<file path="config.mk">
export PLATFORM = sky130hd
export DESIGN_NAME = fp_32_to_16_convert_pipe
export DESIGN_NICKNAME = d
export VERILOG_FILES = /design/src/rtl/fp_32_to_16_convert_pipe.sv
export SDC_FILE = /design/constraint.sdc
export NUM_CORES = 1
export LEC_CHECK = 0
export ABC_AREA = 1
export BUFFER_PORTS_ARGS = -buffer_cell sky130_fd_sc_hd__clkbuf_2
export CAP_MARGIN = 15
export CORE_ASPECT_RATIO = 0.8
export CORE_MARGIN = 5
export CORE_UTILIZATION = 55
export DETAILED_ROUTE_END_ITERATION = 16
export MAX_ROUTING_LAYER = met4
export PLACE_DENSITY = 0.89
export REMOVE_ABC_BUFFERS = 1
export SYNTH_ARGS = -nofsm -noshare
export SYNTH_HDL_FRONTEND = slang
export SYNTH_SLANG_ARGS = --single-unit
</file>
<file path="constraint.sdc">
create_clock -name clk_i -period 2.16 [get_ports clk_i]
set_input_delay 0.432 -clock clk_i [delete_from_list [all_inputs] [get_ports clk_i]]
set_output_delay 0.432 -clock clk_i [all_outputs]
set_load 0.01 [all_outputs]
</file>
<file path="src/rtl/fp_32_to_16_convert_pipe.sv">
// Two-stage FP32 -> FP16 down-converter (round-to-nearest-even) with valid/ready handshake.
// Define FP_32_16_SUBNORMAL_EN to produce FP16 subnormals; otherwise tiny results flush to signed zero.
module fp_32_to_16_convert_pipe #(
    parameter logic [15:0] QNAN_FP16 = 16'h7E00
) (
    input  logic        clk_i,
    input  logic        rst_i,
    input  logic        valid_i,
    output logic        ready_o,
    input  logic [31:0] operand_fp32_i,
    output logic        valid_o,
    input  logic        ready_i,
    output logic [15:0] result_fp16_o,
    output logic        overflow_o,
    output logic        underflow_o,
    output logic        inexact_o
);

    // NOTE: one global enable stalls both stages together, so ready_o is combinational from valid_o/ready_i.
    logic en;
    assign en      = ~valid_o | ready_i;
    assign ready_o = en;

    // ---------------- stage 1: unpack, classify, align ----------------
    logic              in_sign;
    logic [7:0]        in_exp;
    logic [22:0]       in_man;
    logic signed [9:0] unb_exp;

    assign in_sign = operand_fp32_i[31];
    assign in_exp  = operand_fp32_i[30:23];
    assign in_man  = operand_fp32_i[22:0];
    assign unb_exp = $signed({2'b00, in_exp}) - 10'sd127;

    logic        c_fixed;
    logic [15:0] c_fixed_res;
    logic [2:0]  c_fixed_flags;   // {overflow, underflow, inexact}
    logic [4:0]  c_exp;
    logic [9:0]  c_mant;
    logic        c_g;
    logic        c_s;

`ifdef FP_32_16_SUBNORMAL_EN
    logic [3:0]  sub_shift;
    logic [33:0] sub_aligned;
    // Hidden-one mantissa parked so that an unshifted value already sits at the E=-15 subnormal position.
    assign sub_shift   = 4'(-10'sd15 - unb_exp);
    assign sub_aligned = {1'b1, in_man, 10'b0} >> sub_shift;
`endif

    always_comb begin
        c_fixed       = 1'b0;
        c_fixed_res   = 16'h0000;
        c_fixed_flags = 3'b000;
        c_exp         = 5'd0;
        c_mant        = 10'd0;
        c_g           = 1'b0;
        c_s           = 1'b0;
        if (in_exp == 8'hFF) begin
            c_fixed     = 1'b1;
            c_fixed_res = (in_man != 23'd0) ? QNAN_FP16 : {in_sign, 5'h1F, 10'h000};
        end else if (in_exp == 8'h00) begin
            c_fixed       = 1'b1;
            c_fixed_res   = {in_sign, 15'h0000};
            c_fixed_flags = {1'b0, |in_man, |in_man};
        end else if (unb_exp > 10'sd15) begin
            c_fixed       = 1'b1;
            c_fixed_res   = {in_sign, 5'h1F, 10'h000};
            c_fixed_flags = 3'b101;
        end else if (unb_exp >= -10'sd14) begin
            c_exp  = 5'(unb_exp + 10'sd15);
            c_mant = in_man[22:13];
            c_g    = in_man[12];
            c_s    = |in_man[11:0];
`ifdef FP_32_16_SUBNORMAL_EN
        end else if (unb_exp >= -10'sd25) begin
            c_mant = sub_aligned[33:24];
            c_g    = sub_aligned[23];
            c_s    = |sub_aligned[22:0];
`endif
        end else begin
            c_fixed       = 1'b1;
            c_fixed_res   = {in_sign, 15'h0000};
            c_fixed_flags = 3'b011;
        end
    end

    logic        s1_valid;
    logic        s1_fixed;
    logic [15:0] s1_fixed_res;
    logic [2:0]  s1_fixed_flags;
    logic        s1_sign;
    logic [4:0]  s1_exp;
    logic [9:0]  s1_mant;
    logic        s1_g;
    logic        s1_s;

    always_ff @(posedge clk_i or posedge rst_i) begin
        if (rst_i) begin
            s1_valid       <= 1'b0;
            s1_fixed       <= 1'b0;
            s1_fixed_res   <= 16'h0000;
            s1_fixed_flags <= 3'b000;
            s1_sign        <= 1'b0;
            s1_exp         <= 5'd0;
            s1_mant        <= 10'd0;
            s1_g           <= 1'b0;
            s1_s           <= 1'b0;
        end else if (en) begin
            s1_valid       <= valid_i;
            s1_fixed       <= c_fixed;
            s1_fixed_res   <= c_fixed_res;
            s1_fixed_flags <= c_fixed_flags;
            s1_sign        <= in_sign;
            s1_exp         <= c_exp;
            s1_mant        <= c_mant;
            s1_g           <= c_g;
            s1_s           <= c_s;
        end
    end

    // ---------------- stage 2: round to nearest even, pack ----------------
    logic        rnd_inc;
    logic [14:0] rnd_sum;
    logic        rnd_ovf;
    logic        rnd_inx;
    logic        rnd_unf;

    // Carry out of the mantissa lands in the exponent field, which covers both
    // subnormal -> min-normal and max-normal -> infinity.
    assign rnd_inc = s1_g & (s1_s | s1_mant[0]);
    assign rnd_sum = {s1_exp, s1_mant} + 15'(rnd_inc);
    assign rnd_ovf = &rnd_sum[14:10];
    assign rnd_inx = s1_g | s1_s;
    assign rnd_unf = rnd_inx & (rnd_sum[14:10] == 5'd0);

    always_ff @(posedge clk_i or posedge rst_i) begin
        if (rst_i) begin
            valid_o       <= 1'b0;
            result_fp16_o <= 16'h0000;
            overflow_o    <= 1'b0;
            underflow_o   <= 1'b0;
            inexact_o     <= 1'b0;
        end else if (en) begin
            valid_o <= s1_valid;
            if (s1_fixed) begin
                result_fp16_o <= s1_fixed_res;
                overflow_o    <= s1_fixed_flags[2];
                underflow_o   <= s1_fixed_flags[1];
                inexact_o     <= s1_fixed_flags[0];
            end else begin
                result_fp16_o <= {s1_sign, rnd_sum};
                overflow_o    <= rnd_ovf;
                underflow_o   <= rnd_unf;
                inexact_o     <= rnd_inx;
            end
        end
    end

endmodule

</file>
==> impl_metrics.toml, run 1 <==
[clock_network]
htree_num_levels = 2
postCtsSetupBuffers = 0
path_clk_slew_ps = 80
cts_tree = "done"
cts_buffer_depth = 2
cts_sinks = 46
cts_root_buf = "clkbuf_8"
cts_buffers = 5
clk_latency_ps = 290

[timing]
setup_violations = 0
fin_crit_sh_pct = 91.6
max_freq_mhz = 506
final.min_clock_period_ps = 1980
maxSlewViolCount = 0
finalHoldViolCount = 0
relSlewSlack_pct = 51.8
hold_ws_ps = 248
skew_ps = 8.91
max_slew.worst_pin.slew_ps = 720
rsz0062_at_grt = "no"

[global_route]
antenna_found_initial = 0
grt_max_degree = 47
overflow = 0
grt_pass1_wl_mm = 11.0
track_usage_pct = 21.8
grt_pass1_vias = 2468

[yosys]
synth_cell_types = 33
ys_top_cells_by_area = "dfrtp_1 (43%), nand2_1 (16%), nor2_1 (5.8%)"
yosysSeqAreaShare_pct = 42.7
ys_ff_latch = 46
ys_warn_count = 0
yosys.area.top_type = "dfrtp_1"
synthesis.area_um2 = 2700
netlist_instances = 361
netlist.area_leader.share_pct = 42.7
syn_avg_cell_area_um2 = 7.47

[critical_path]
cp_max_fo = 18
crit_start = "valid_o"
crit_type = "register to primary output"
critPathRequiredTime_ps = 1730
cp-end-kind = "primary output"
cp.buffers_inverters = 3
worst_ep_arrival_time_ps = 1550
r2r-start = "s1_s"
cp_slowest_stage_delay_ps = 360
cp-start-kind = "register"
cpMostUsedCell = "inv_1"
cpMaxStageDelayCell = "inv_1"
path_delay_family = "buffers and inverters"
path_cells = "inv_1 -> nor2_2 -> inv_1 -> clkbuf_2"

[routing]
drtAntennaViolNets = 0
vias_per_cell = 5.40
first_iter_violations = 184
drc = 0
wl_mm = 6.35
vias = 2591
dr.pass1.iters = 5
avgRoutedWirePerCell_um = 13.2

[status]
status = "complete, no violations"

[flow_run]
cap_violations = 0

[place]
dpl.hpwl_mm = 4.91
io_buffers = 56
place.gp.congestion = 0.915

[cells_and_area]
num_antenna_cells = 0
multiInputGateArea_um2 = 1360
num-fill-cells = 422
layout_common_cells = "nand2_1 (112), clkbuf_2 (56), dfrtp_1 (46), nor2_1 (42), inv_1 (31)"
drive_gt1_share_pct = 21.7
mostFrequentLayoutCell = "nand2_1"
syn_to_final_growth_pct = 16.2
utilization_pct = 67.0
regArea_um2 = 1150
nets = 461

[power_and_ir_drop]
p_leak_nw = 1.62
ir_worst_vdd_v = 0.000387
cellPowerDensity_nw_per_um2 = 685
p_total_mw = 2.15

[die]
die_y_um = 72.6
coreArea_um2 = 4680
die_area_um2 = 6410
initial_core_util_pct = 57.6
io_pins = 57
die_w_um = 88.3
num_rows = 22

[min_path]
hold_class = "input pin to async pin"
worst min-delay path: cells and delay by family:
kind / cells / cell delay [ps]
buffers and inverters: 3 / 570
cell usage after synthesis:
master / count
o21ai_2: 1
nand4_2: 1
a22o_1: 2
a21oi_1: 10
clkbuf_1: 6
nor4_1: 1
nand3_1: 19
nor2_1: 42
or2_2: 5
buf_4: 1
nand2_1: 112
o211ai_1: 4
o21a_1: 1
nand2_2: 5
nand4_1: 24
nand3b_1: 1
xnor2_1: 1
ha_1: 6
dfrtp_1: 46
o31ai_1: 2
nand2_4: 2
inv_2: 1
o21ai_0: 10
a32o_1: 3
clkinv_2: 1
nand3_2: 2
o221ai_1: 1
nor2_2: 5
inv_1: 32
o21ai_1: 3
nor3_1: 5
xor2_1: 3
buf_6: 3
cell families (layout without fill, tap and decap cells):
| group | count (synthesis) | count (layout) | synth area share, % |
|---|---|---|---|
| fa+ha+maj | 6 | 6 | 2.78 |
| simple gates | 224 | 224 | 37.5 |
| compound gates | 37 | 37 | 8.63 |
| xor+xnor | 4 | 4 | 1.30 |
| flops | 46 | 46 | 42.7 |
| buf+inv | 44 | 103 | 7.14 |
power breakdown:
part	internal, mW	leakage, nW	switching (mW)	total (mW)
clock network	0.346	0.0524	0.272	0.618
registers	0.970	0.596	0.0859	1.06
logic	0.179	0.970	0.296	0.475
total	1.50	1.62	0.654	2.15
area by class of cell:
class | count | area share, %
Timing Repair Buffer | 61 | 10.1
Clock inverter | 1 | 0.958
Sequential cell | 46 | 36.7
Multi-Input combinational cell | 271 | 43.3
Inverter | 34 | 4.11
Tap cell | 60 | 2.39
Clock buffer | 7 | 2.43
layer usage:
layer	vias to the layer above	wire (µm)	part of all wire (%)	track usage [%]
li1	1304	-	-	-
met1	1204	2940	46	30.0
met2	75	2970	47	34.4
met3	8	363	5.7	2.26
met4	0	70	1.1	6.21
met5	-	0	0	-
registers in the layout, summed over array words and instances, names as in the netlist:
register        flops
underflow_o         1
s1_sign             1
s1_exp              5
valid_o             1
s1_g                1
s1_fixed_flags      3
s1_valid            1
result_fp16_o      16
s1_mant            10
s1_fixed_res        3
s1_s                1
s1_fixed            1
overflow_o          1
inexact_o           1
timing repair:
| item | 4_1_cts | 5_1_grt |
|---|---|---|
| hold buffers | 0 | 0 |
| endpoints found under the setup margin | 0 | 2 |
| resized for setup | 0 | 1 |
| hold endpoints to repair | 0 | 0 |
final timing paths:
kind	to	slack, ps	cells after the start
worst max-delay path	ready_o	180	4
max in group asynchronous	s1_fixed_flags[0]	1520	3
min in group clk_i	s1_valid	380	3
worst max register to register	underflow_o	190	11
worst min register to register	valid_o	450	2
worst min-delay path	result_fp16_o[10]	250	3
stage by stage:
stage,std cells,instance area [µm²],TNS (ps),setup WS [ps]
floorplan,351,2630,-8140,-344
finish,480,3140,0,182
detailed placement,472,3030,0,73.0
CTS,480,3130,0,137
global placement,472,3030,0,120
global route,480,3140,0,45.2
Power figures use the tool's default switching activity.
==> run 2: changes to the inputs <==
Settings changed: CORE_UTILIZATION 55 to 57, CTS_BUF_LIST set to sky130_fd_sc_hd__clkbuf_8, PLACE_DENSITY 0.89 to 0.92.
==> run 2 against run 1 <==
Compared with the run above: via count up 2.2%; sequential power about the same; first-iteration DRC count shrank 37%; fmax is 2.7% lower; power down 5.8%; clock skew increased by 1.4 ps; clock-buffer cell count shrank 2; register-to-register slack improved by 40 ps; critical endpoint unchanged; highest routed layer unchanged; design area increased by 0.24%; critical path depth unchanged; global-route usage rose by 1.9 points.
==> impl_metrics.toml, run 2 (synthesis results as in run 1) <==
[status]
status = "complete, no violations"

[power_and_ir_drop]
swShare_pct = 32.3
p_leak_nw = 1.63
cellPowerDensity_nw_per_um2 = 644
pwr-share-seq_pct = 52.4
ir_worst_vdd_v = 0.000350
p_clk_share_pct = 23.5
p_total_mw = 2.02
cellInternalPower_mw = 1.37
pwr-share-comb_pct = 24.1
p_switching_mw = 0.654

[global_route]
grt_pass1_vias = 2517
antenna_found_initial = 0
grt_pass1_wl_mm = 11.4
overflow = 0
grt_max_degree = 28
track_usage_pct = 23.7

[critical_path]
r2r-start = "s1_s"
worst_ep_arrival_time_ps = 1600
cp-end-kind = "primary output"
crit_type = "register to primary output"
cpMaxStageDelayCell = "inv_1"
worstRegToRegCells = 12
cpMostUsedCell = "inv_1"
cp_max_fo = 23
reg2reg_to = "overflow_o"
cp_slowest_stage_delay_ps = 520
critPathRequiredTime_ps = 1730
cp-start-kind = "register"
regToRegSetupSlack_ps = 230
path_cells = "inv_1 -> nor2_2 -> inv_1 -> clkbuf_2"

[die]
coreArea_um2 = 4600
die_area_um2 = 6220
io_pins = 57
initial_core_util_pct = 58.7
num_rows = 22
die_y_um = 71.5
die_w_um = 86.9

[cells_and_area]
layout_common_cells = "nand2_1 (112), clkbuf_2 (56), dfrtp_1 (46), nor2_1 (42), inv_1 (33)"
regArea_um2 = 1150
largest_register_ff_count = 16
utilization_pct = 68.4
num_antenna_cells = 0
top_register = "result_fp16_o"
syn_to_final_growth_pct = 16.5
nets = 463
multiInputGateArea_um2 = 1370
mostFrequentLayoutCell = "nand2_1"
num-fill-cells = 382
final_area_um2 = 3140
drive_gt1_share_pct = 21.9
reg_top3 = "result_fp16_o: 16 flops, s1_mant: 10 flops, s1_exp: 5 flops"
fin_cells = 481

[clock_network]
cts_root_buf = "clkbuf_8"
cts_sinks = 46
cts_tree = "done"
htree_num_levels = 2
clk_latency_ps = 290
cts_buffer_depth = 2
cts-hold-fix-buffers = 0
cts_buffers = 5
path_clk_slew_ps = 80

[routing]
drc = 0
avgRoutedWirePerCell_um = 13.9
wl_mm = 6.71
vias = 2647
drtAntennaViolNets = 0
vias_per_cell = 5.50
first_iter_violations = 116
dr.pass1.iters = 5

[timing]
relSlewSlack_pct = 47.1
final.min_clock_period_ps = 2030
finalSetupTns_ps = 0
setup_violations = 0
rsz0062_at_grt = "no"
hold_ws_ps = 165
max_slew.worst_pin.slew_ps = 789
maxSlewViolCount = 0
fin_crit_sh_pct = 94.1
skew_ps = 10.3
fin_ws_ps = 127
finalHoldViolCount = 0
max_freq_mhz = 492

[place]
pre_cts_ws_ps = 32.2
io_buffers = 56
dpl.hpwl_mm = 5.18
placed_area_um2 = 3050
dp.cells = 474
place.gp.congestion = 0.940

[min_path]
hold_class = "input pin to async pin"

[flow_run]
cap_violations = 0
[run 2: cell count changes in the layout (fill, tap and decap cells not counted), sizes merged]
cell    previous run  this run
bufinv             1         0
clkbuf            63        61
buf                5         7
inv               32        34
[run 2: repair_timing]
item | CTS | global route
buffers inserted | 0 | 0
setup endpoints to repair | 0 | 2
resized for setup | 0 | 2
[run 2: power by group through the flow]
stage                     logic, mW  clock network (mW)  registers, mW
after global placement        0.471                   0           1.07
after detailed placement      0.487                   0           1.07
after floorplan               0.261                   0           1.08
after global routing          0.548               0.527           1.07
final                         0.487               0.477           1.06
after CTS                     0.491               0.485           1.06
[run 2: layout make-up]
cell class	instances	area share [%]
timing repair buffer	63	11.0
clock inverter	2	0.239
multi-input combinational	271	43.5
sequential	46	36.6
inverter	34	4.10
clock buffer	5	2.19
tap	60	2.39
[run 2: worst max-delay path, delay by kind of cell, from the launching register on]
kind	cells	cell delay (ps)
and+or+nand+nor	1	70
buffers and inverters	3	850
DFF	1	390
[run 2: worst max-delay path by stage]
stage / start / end / depth (start not counted) / slack, ps
2_1_floorplan: ready_i / result_fp16_o[11] / 4 / -340
3_3_place_gp: operand_fp32_i[23] / s1_fixed / 11 / 130
3_5_place_dp: operand_fp32_i[23] / s1_fixed / 11 / 30
4_1_cts: s1_s / underflow_o / 11 / 130
5_1_grt: valid_o / ready_o / 4 / 40
6_report: valid_o / ready_o / 4 / 130
[run 2: layer usage]
layer / part of all wire [%] / GRT usage (%) / vias up
li1: - / - / 1308
met1: 44 / 30.8 / 1216
met2: 47 / 37.2 / 106
met3: 7.3 / 4.25 / 17
met4: 2.0 / 8.48 / 0
met5: 0 / - / -
==> run 3: changes to the inputs <==
Settings changed: CELL_PAD_IN_SITES_DETAIL_PLACEMENT set to 2, CELL_PAD_IN_SITES_GLOBAL_PLACEMENT set to 2, CORE_UTILIZATION 57 to 32.
==> run 3 against run 2 <==
Compared with the run above: design area is 1.4% higher; critical path type is now register to register; utilization fell by 30 points; largest power group unchanged; cell count grew 10%; global-route usage decreased by 6.0 points; wire length grew 30%; die area rose by 67%; sequential power barely moved; largest cell class unchanged; non-clock buffer count down 2.
==> impl_metrics.toml, run 3 (synthesis results as in run 1) <==
[status]
status = "complete, no violations"

[global_route]
track_usage_pct = 17.7
antenna_found_initial = 0
grt_pass1_vias = 2938
grt_pass1_wl_mm = 14.6
grt_max_degree = 47
overflow = 0

[timing]
relSlewSlack_pct = 60.0
skew_ps = 9.04
max_slew.worst_pin.slew_ps = 600
hold_ws_ps = 258
maxSlewViolCount = 0
finalSetupTns_ps = 0
max_freq_mhz = 517
finalHoldViolCount = 0
final.min_clock_period_ps = 1940
rsz0062_at_grt = "no"
setup_violations = 0
fin_crit_sh_pct = 89.6

[place]
dpl.hpwl_mm = 6.70
io_buffers = 56
place.gp.congestion = 0.814
dp.cells = 524

[critical_path]
cp-start-kind = "register"
cp-end-kind = "register"
worst_ep_arrival_time_ps = 2150
cp_max_fo = 6
critPathRequiredTime_ps = 2380
crit_type = "register to register"

[flow_run]
cap_violations = 0

[power_and_ir_drop]
pwr-share-seq_pct = 51.3
ir_worst_vdd_v = 0.000208
p_switching_mw = 0.708
pwr-share-comb_pct = 24.0
p_clk_share_pct = 24.6
cellPowerDensity_nw_per_um2 = 651
swShare_pct = 34.1
cellInternalPower_mw = 1.37
p_leak_nw = 1.61

[clock_network]
cts_buffer_depth = 2
cts_buffers = 5
cts_tree = "done"
cts_sinks = 46
path_clk_slew_ps = 90
clk_latency_ps = 300
cts_root_buf = "clkbuf_8"
htree_num_levels = 2
postCtsSetupBuffers = 0

[cells_and_area]
utilization_pct = 38.1
fin_cells = 531
largest_register_ff_count = 16
syn_to_final_growth_pct = 18.2
mostFrequentLayoutCell = "nand2_1"
drive_gt1_share_pct = 22.9
nets = 461
num_antenna_cells = 0
layout_common_cells = "nand2_1 (112), clkbuf_2 (56), dfrtp_1 (46), nor2_1 (41), inv_1 (30)"
top_register = "result_fp16_o"
reg_top3 = "result_fp16_o: 16 flops, s1_mant: 10 flops, s1_exp: 5 flops"

[die]
die_y_um = 92.1
coreArea_um2 = 8370
io_pins = 57
initial_core_util_pct = 32.2
num_rows = 30
die_w_um = 113
die_area_um2 = 10400

[routing]
first_iter_violations = 55
dr.pass1.iters = 4
vias_per_cell = 5.05
avgRoutedWirePerCell_um = 16.4
drc = 0
drtAntennaViolNets = 0
vias = 2679
wl_mm = 8.69

[min_path]
hold_class = "input pin to async pin"
run 3: changes by cell type in the layout (fill, tap and decap cells not counted), sizes merged:
cell / delta
inv: -1
clkinv: +1
buf: -2
run 3: path summary, 6_finish.rpt:
kind,start,endpoint,slack [ps],depth (start not counted)
worst max-delay path,s1_mant[0],overflow_o,220,11
worst min-delay path,rst_i,result_fp16_o[6],260,3
worst max register to register,s1_mant[0],overflow_o,220,11
worst min register to register,s1_valid,valid_o,460,2
max in group asynchronous,rst_i,overflow_o,1480,3
min in group clk_i,valid_i,s1_valid,340,3
run 3: power groups by stage:
stage | clock [mW] | sequential, mW | combinational (mW)
6_report | 0.512 | 1.07 | 0.499
5_1_grt | 0.570 | 1.08 | 0.562
4_1_cts | 0.534 | 1.07 | 0.509
3_5_place_dp | 0 | 1.08 | 0.506
3_3_place_gp | 0 | 1.07 | 0.480
2_1_floorplan | 0 | 1.08 | 0.261
run 3: per-layer routing:
layer  wire length [µm]  vias up  global-route usage, %
met5                  0        -                      -
met4                146        0                   4.00
met1               3930     1319                   21.6
met3                211       11                   2.64
li1                   -     1303                      -
met2               4400       46                   31.0
run 3: area by class of cell:
| cell class | count | area (µm²) |
|---|---|---|
| fill | 1014 | 5180 |
| clock inverter | 2 | 10.0 |
| inverter | 34 | 129 |
| sequential | 46 | 1150 |
| timing repair buffer | 61 | 318 |
| multi-input combinational | 271 | 1370 |
| clock buffer | 5 | 68.8 |
| tap | 112 | 140 |
run 3: worst max-delay path, cell delays in order (launching register included):
cell and delay (ps):
dfrtp_1 400, o21a_1 140, ha_2 250, ha_4 200, nand3_1 150, nor2_1 180, nand4_1 100, nand2_1 70
nand2_1 80, nor2_1 100, nand2_1 60, a21oi_1 130
run 3: through the flow:
step / power [mW] / setup WS (ps) / instance area (µm²)
2_1_floorplan: 1.34 / -344 / 2630
3_3_place_gp: 1.55 / 112 / 3090
3_5_place_dp: 1.59 / -58.9 / 3090
4_1_cts: 2.11 / 27.4 / 3170
5_1_grt: 2.21 / 15.0 / 3190
6_report: 2.08 / 225 / 3190
run 3: timing repair:
action	in CTS	in global routing
setup endpoints to repair	0	5
resized for setup	0	5
hold buffers	0	0
